[config.mk]
export PLATFORM = sky130hd
export DESIGN_NAME = dvi_video_out
export DESIGN_NICKNAME = d
export VERILOG_FILES = /design/src/rtl/dvi_video_out.sv
export SDC_FILE = /design/constraint.sdc
export NUM_CORES = 1
export LEC_CHECK = 0
export CORE_MARGIN = 3
export CORE_UTILIZATION = 50
export DETAILED_ROUTE_END_ITERATION = 7
export PLACE_DENSITY = 0.75
export SLEW_MARGIN = 20
export SYNTH_ARGS = -nofsm -noshare
export SYNTH_HDL_FRONTEND = slang
export SYNTH_SLANG_ARGS = --single-unit
[constraint.sdc]
create_clock -name clk_100 -period 5.8 [get_ports clk_100]
set_input_delay 1.16 -clock clk_100 [delete_from_list [all_inputs] [get_ports clk_100]]
set_output_delay 1.16 -clock clk_100 [all_outputs]
set_load 0.01 [all_outputs]
[src/rtl/dvi_video_out.sv]
// DVI output stage for a 12-bit dual-edge encoder: video timing at clk_100/2, 24-bit pixels split into two 12-bit words.
// One-entry holding register in front of the pixel consumer; empty slots emit UNDERFLOW_COLOR and bump deb.
module dvi_video_out #(
  parameter int          H_ACTIVE        = 640,
  parameter int          H_FP            = 16,
  parameter int          H_SYNC          = 96,
  parameter int          H_BP            = 48,
  parameter int          V_ACTIVE        = 480,
  parameter int          V_FP            = 10,
  parameter int          V_SYNC          = 2,
  parameter int          V_BP            = 33,
  parameter logic        HS_POL          = 1'b0,
  parameter logic        VS_POL          = 1'b0,
  parameter int          RST_CYCLES      = 16,
  parameter logic [23:0] UNDERFLOW_COLOR = 24'h000000
) (
  input  logic        clk_100,
  input  logic        reset,
  input  logic [23:0] pixel_data,
  input  logic        pixel_valid,
  output logic        ready,
  output logic        frame_start,
  output logic [11:0] DVI_D,
  output logic        DVI_DE,
  output logic        DVI_H,
  output logic        DVI_V,
  output logic        DVI_RESET_B,
  output logic        DVI_XCLK_P,
  output logic        DVI_XCLK_N,
  output logic [7:0]  deb
);

  localparam int H_TOTAL = H_ACTIVE + H_FP + H_SYNC + H_BP;
  localparam int V_TOTAL = V_ACTIVE + V_FP + V_SYNC + V_BP;
  localparam int HW      = $clog2(H_TOTAL);
  localparam int VW      = $clog2(V_TOTAL);
  localparam int RCW     = (RST_CYCLES > 1) ? $clog2(RST_CYCLES) : 1;

  typedef enum logic {ST_HOLD, ST_RUN} state_t;

  state_t          state, state_nxt;
  logic [RCW-1:0]  rst_cnt;
  logic            hold_done;
  logic            run;
  logic            ph;
  logic [HW-1:0]   hcnt;
  logic [VW-1:0]   vcnt;
  logic            h_last, v_last;
  logic            active, hs, vs;
  logic            hold_full;
  logic [23:0]     hold_dat;
  logic [23:0]     out_pix;
  logic [23:0]     pix_src;
  logic            transfer, consume;

  assign run       = (state == ST_RUN);
  assign hold_done = (int'(rst_cnt) == RST_CYCLES - 1);

  always_ff @(posedge clk_100) begin
    if (reset) state <= ST_HOLD;
    else       state <= state_nxt;
  end

  always_comb begin
    state_nxt = state;
    case (state)
      ST_HOLD: if (hold_done) state_nxt = ST_RUN;
      ST_RUN:  state_nxt = ST_RUN;
      default: state_nxt = ST_HOLD;
    endcase
  end

  always_ff @(posedge clk_100) begin
    if (reset || run)    rst_cnt <= '0;
    else if (!hold_done) rst_cnt <= rst_cnt + RCW'(1);
  end

  assign DVI_RESET_B = run;

  assign h_last = (int'(hcnt) == H_TOTAL - 1);
  assign v_last = (int'(vcnt) == V_TOTAL - 1);

  // Counters sit at zero through reset and the encoder hold so RUN starts at the frame origin.
  always_ff @(posedge clk_100) begin
    if (reset || !run) begin
      ph   <= 1'b0;
      hcnt <= '0;
      vcnt <= '0;
    end else begin
      ph <= ~ph;
      if (ph) begin
        if (h_last) begin
          hcnt <= '0;
          vcnt <= v_last ? '0 : vcnt + VW'(1);
        end else begin
          hcnt <= hcnt + HW'(1);
        end
      end
    end
  end

  assign active = (int'(hcnt) < H_ACTIVE) && (int'(vcnt) < V_ACTIVE);
  assign hs     = (int'(hcnt) >= H_ACTIVE + H_FP) && (int'(hcnt) < H_ACTIVE + H_FP + H_SYNC);
  assign vs     = (int'(vcnt) >= V_ACTIVE + V_FP) && (int'(vcnt) < V_ACTIVE + V_FP + V_SYNC);

  assign ready    = run && !hold_full;
  assign transfer = pixel_valid && ready;
  assign consume  = run && !ph && active;
  assign pix_src  = hold_full ? hold_dat : UNDERFLOW_COLOR;

  // A transfer can only land while the register is empty, so it never races the consume-clear.
  always_ff @(posedge clk_100) begin
    if (reset) begin
      hold_full <= 1'b0;
      hold_dat  <= '0;
      out_pix   <= '0;
      deb       <= '0;
    end else begin
      if (transfer) begin
        hold_dat  <= pixel_data;
        hold_full <= 1'b1;
      end else if (consume && hold_full) begin
        hold_full <= 1'b0;
      end
      if (consume) begin
        out_pix <= pix_src;
        if (!hold_full && deb != 8'hFF) deb <= deb + 8'd1;
      end
    end
  end

  // Low word goes out straight from the consume source; out_pix supplies the high word next phase.
  always_ff @(posedge clk_100) begin
    if (reset || !run) begin
      DVI_D       <= '0;
      DVI_DE      <= 1'b0;
      DVI_H       <= ~HS_POL;
      DVI_V       <= ~VS_POL;
      DVI_XCLK_P  <= 1'b0;
      frame_start <= 1'b0;
    end else begin
      if (!active)  DVI_D <= '0;
      else if (ph)  DVI_D <= out_pix[23:12];
      else          DVI_D <= pix_src[11:0];
      DVI_DE      <= active;
      DVI_H       <= hs ? HS_POL : ~HS_POL;
      DVI_V       <= vs ? VS_POL : ~VS_POL;
      DVI_XCLK_P  <= ~ph;
      frame_start <= !ph && (hcnt == '0) && (vcnt == '0);
    end
  end

  assign DVI_XCLK_N = ~DVI_XCLK_P;

endmodule

== Word level (Yosys, flattened, before mapping) ==
Cells that the tools add are included.

* Multiplexer cells: 10
* Eq/ne operators: 4
* Bitwise operators: 3
* Reduce and logical (&&, ||, !) cells: 22
* $lt $le $gt $ge: 6
* Add/subtract/negate cells: 4

{| class="wikitable"
|+ Operators with widths
! cell !! number
|-
| 24-bit 2-to-1 mux || 1
|-
| 10-bit by 1-bit adder with 10-bit output (second input constant) || 2
|-
| 10-bit zero test || 2
|-
| 10-bit < comparator (second input constant) || 2
|-
| 10-bit by 9-bit < comparator with 1-bit output (second input constant) || 2
|-
| 10-bit 2-to-1 mux || 2
|-
| 12-bit 2-to-1 mux || 1
|-
| 1-bit logical AND || 11
|-
| 10-bit equality test (second input constant) || 1
|-
| 10-bit by 9-bit equality test with 1-bit output (second input constant) || 1
|-
| 10-bit >= comparator (second input constant) || 1
|-
| 10-bit by 9-bit >= comparator with 1-bit output (second input constant) || 1
|-
| 8-bit by 1-bit adder with 8-bit output (second input constant) || 1
|-
| 8-bit != test (second input constant) || 1
|-
| 1-bit 2-to-1 mux || 5
|-
| 4-bit by 1-bit adder with 4-bit output (second input constant) || 1
|-
| 4-bit by 1-bit equality test with 1-bit output (second input constant) || 1
|-
| 2-bit AND reduction || 2
|-
| 1-bit zero test || 3
|-
| 1-bit inverter || 3
|-
| 1-bit logical OR || 2
|-
| 1-bit case mux with 2 select lines || 1
|-
| 2-bit nonzero test || 1
|-
| 2-bit OR reduction || 1
|}

* Output and inout port bits: 28
* Register bits after elaboration: 99

== Logic depth before layout (Yosys ltp) ==
* Depth after elaboration: 6
* Mapped depth: 7
* Gate-level depth less buffers: 6

== Least setup slack after synthesis ==
No wires, ideal clock.

* Kind: input to register
* Start: input reset
* End: register DVI_V
* Buffers on the path: 2
* Data arrival time: 2.398 ns
* Stages on the path: 5
* Slack: 3.268 ns
* Path through: clkbuf_1 nand2b_1 clkbuf_1 or3_1 or4_1

* Cells in the longest elaborated chain, start to end: 1

{| class="wikitable"
|+ RTL lines
! item !! line !! text
|-
| from (decl) || 18 || <nowiki>input logic reset,</nowiki>
|-
| 1-bit logical OR || 134 || <nowiki>if (reset || !run) begin</nowiki>
|-
| to (signal assigned) || 138 || <nowiki>DVI_V <= ~VS_POL;</nowiki>
|-
| to (signal assigned) || 147 || <nowiki>DVI_V <= vs ? VS_POL : ~VS_POL;</nowiki>
|-
| to (decl) || 26 || <nowiki>output logic DVI_V,</nowiki>
|}

No other way between the ends.
A chain may end at the register's enable or synchronous reset.

== Final worst setup path ==
* Start: register DVI_XCLK_P
* End: output DVI_XCLK_P

{| class="wikitable"
|+ RTL lines
! item !! line !! text
|-
| from (decl) || 28 || <nowiki>output logic DVI_XCLK_P,</nowiki>
|-
| from (signal assigned) || 148 || <nowiki>DVI_XCLK_P <= ~ph;</nowiki>
|}

No word-level cell between the ends.

==> results.json <==
{
  "yosysUniqueCellTypes": 34,
  "grt_pass1_wl_mm": 12.9,
  "antenna_cells": 0,
  "antenna_found_initial": 0,
  "instances_no_fill": 560,
  "seq_area_frac_synth_pct": 49.6,
  "dr.first_iter.drc_count": 203,
  "worstMarginPinSlew_ps": 904,
  "die_y_um": 89.8,
  "die_w_um": 89.8,
  "route.vias.total": 3001,
  "clk_pin_slew_worst_paths_ps": 80,
  "final_common_cell": "dfxtp_1",
  "routedWlPerCell_um": 13.3,
  "drc": 0,
  "p_leak_nw": 1.32,
  "fin_nets": 496,
  "r2r_slack_ps": 3270,
  "endpoint_kind": "output pin",
  "grt.overflow.total": 0,
  "cts_tree": "yes",
  "ant_nets": 0,
  "viasPerCell": 5.36,
  "critical_path_class": "reg -> out",
  "core_sq_um": 6570,
  "slew_headroom_pct": 39.7,
  "clk_latency_ps": 340,
  "start_kind": "register",
  "finalWorstSetupSlack_ps": 2800,
  "rows": 29,
  "path_max_fanout": 24,
  "die-area_sq_um": 8070,
  "hold_viol_final": 0,
  "worstPathRequired_ps": 4640,
  "grtUsageTotal_pct": 19.2,
  "io_buffer_count": 54,
  "setup-tns-final_ps": 0,
  "hold_buffers": 0,
  "ios": 55,
  "status": "complete, no violations",
  "area_growth_pct": 21.0,
  "max_stage_delay_ps": 830,
  "dp_cells": 544,
  "vdd_ir_drop_max_uv": 164,
  "drive_gt1_share_pct": 4.28,
  "drv_cap": 0,
  "min_period_ps": 3000,
  "grt_pass1_vias": 2754,
  "max_freq_mhz": 334,
  "place.gp.congestion": 0.899,
  "design_area_sq_um": 4250,
  "grt_setup_unrepaired": "false",
  "min_path_type": "reg -> reg",
  "synthCells": 422,
  "placed_cell_area_sq_um": 4050,
  "fillers": 591,
  "crit_chain": "clkdlybuf4s50_1",
  "synth-seq-cells": 87,
  "synth_nets": 455,
  "dp_hpwl_mm": 5.12,
  "synth.avg_cell_area_sq_um": 8.33,
  "numCtsBuffers": 9,
  "dp_slack_ps": 2800,
  "fin_skew_ps": 7.00,
  "yosys_warnings": 0,
  "crit_slowest_cell": "dfxtp_1",
  "power_density_nw_per_um2": 245,
  "finalMaxSlewViolations": 0,
  "post_cts_resized": 0,
  "final_cell_mix": "87 x dfxtp_1, 76 x nand2_1, 53 x a21oi_1, 53 x clkdlybuf4s50_1, 34 x nor2_1",
  "syn_area_sq_um": 3510,
  "post-route-period-util_pct": 51.7,
  "grt_start_max_net_pins": 54,
  "critical_path_arrival_ps": 1840,
  "start_util_pct": 53.5,
  "cpLargestDelayFamily": "flip-flops",
  "cts_setup_buffers": 0,
  "path_buf_inv": 1,
  "first_pass_iters": 5,
  "clock-sinks": 87,
  "setup_viol": 0,
  "htree_levels": 3,
  "clk_path_buf_depth": 2,
  "root_buffer": "clkbuf_8",
  "wirelength_mm": 7.46
}
[per-stage QoR]
stage                     utilization [%]  power [mW]  hold slack (ps)
after floorplan                         -       0.623              432
after global placement               61.6       0.641              442
after detailed placement             61.6       0.642              447
after CTS                            64.6        1.05              459
after global routing                 64.7        1.08              480
final                                64.7        1.04              457
[synthesized netlist by cell type]
cell / count / area (sq um)
dfxtp_1: 87 / 1740
nand2_1: 76 / 285
a21oi_1: 53 / 265
nor2_1: 34 / 128
nand3_1: 28 / 140
clkbuf_1: 22 / 82.6
a22oi_1: 12 / 90.1
or4_1: 11 / 82.6
inv_1: 10 / 37.5
xnor2_1: 9 / 78.8
nand4_1: 8 / 50.1
o31ai_1: 8 / 60.1
nor3_1: 7 / 35.0
o21ai_0: 7 / 35.0
ha_1: 6 / 75.1
nor4_1: 6 / 37.5
or3_1: 6 / 37.5
and3_1: 4 / 25.0
nor2b_1: 4 / 25.0
xor2_1: 4 / 35.0
buf_6: 3 / 33.8
nand2b_1: 3 / 18.8
and2_1: 2 / 12.5
and4_1: 2 / 17.5
a2111oi_0: 1 / 8.76
a31oi_1: 1 / 6.26
mux2_2: 1 / 11.3
mux2i_1: 1 / 10.0
nand3b_1: 1 / 7.51
nor4b_1: 1 / 8.76
o21ai_1: 1 / 5.00
o311ai_0: 1 / 8.76
or2_2: 1 / 6.26
or3b_4: 1 / 11.3
[registers in the layout, summed over array words and instances, names as in the netlist, 4 cells and up]
| register | count |
|---|---|
| hold_dat | 24 |
| DVI_D | 12 |
| out_pix | 12 |
| hcnt | 10 |
| vcnt | 10 |
| deb | 8 |
| rst_cnt | 4 |
[routing by layer]
metal | up-vias | global-route usage, % | part of all wire (%)
li1 | 1544 | - | -
met1 | 1383 | 27.1 | 49
met2 | 70 | 28.9 | 45
met3 | 4 | 4.59 | 4.9
met4 | 0 | 6.13 | 0.59
met5 | - | 0 | 0
[logic make-up after synthesis]
family,Yosys count,share of synthesized area (%)
compound gates,84,13.6
xor+xnor,13,3.24
mux,2,0.605
buf+inv,35,4.38
simple gates,195,26.4
fa+ha+maj,6,2.14
flops,87,49.6
[worst register-to-register path, stage by stage (launching register included)]
cell and delay (ps):
dfxtp_1 830, nand4_1 370, or3_1 600, o21ai_1 510, a21oi_1 90
[power breakdown]
| part | total, mW | internal [mW] | switching, mW |
|---|---|---|---|
| combinational | 0.0274 | 0.0174 | 0.00997 |
| sequential | 0.600 | 0.598 | 0.00199 |
| clock | 0.411 | 0.200 | 0.212 |
[path summary, 6_finish.rpt]
path	start	end	cells past startpoint
worst min-delay path	hold_dat[10]$_SDFFE_PP0P_	hold_dat[10]$_SDFFE_PP0P_	2
worst max-delay path	DVI_XCLK_P$_SDFF_PP0_	DVI_XCLK_P	1
worst max register to register	DVI_XCLK_P$_SDFF_PP0_	vcnt[7]$_SDFFE_PP0P_	4
worst min register to register	hold_dat[10]$_SDFFE_PP0P_	hold_dat[10]$_SDFFE_PP0P_	2
[area by class of cell]
cell class	instances	area, sq um	area share, %
multi-input combinational	300	1620	38.1
inverter	10	37.5	0.883
clock inverter	6	70.1	1.65
timing repair buffer	55	543	12.8
sequential	87	1740	41.0
tap	93	116	2.74
clock buffer	9	124	2.91
Power figures use the tool's default switching activity.
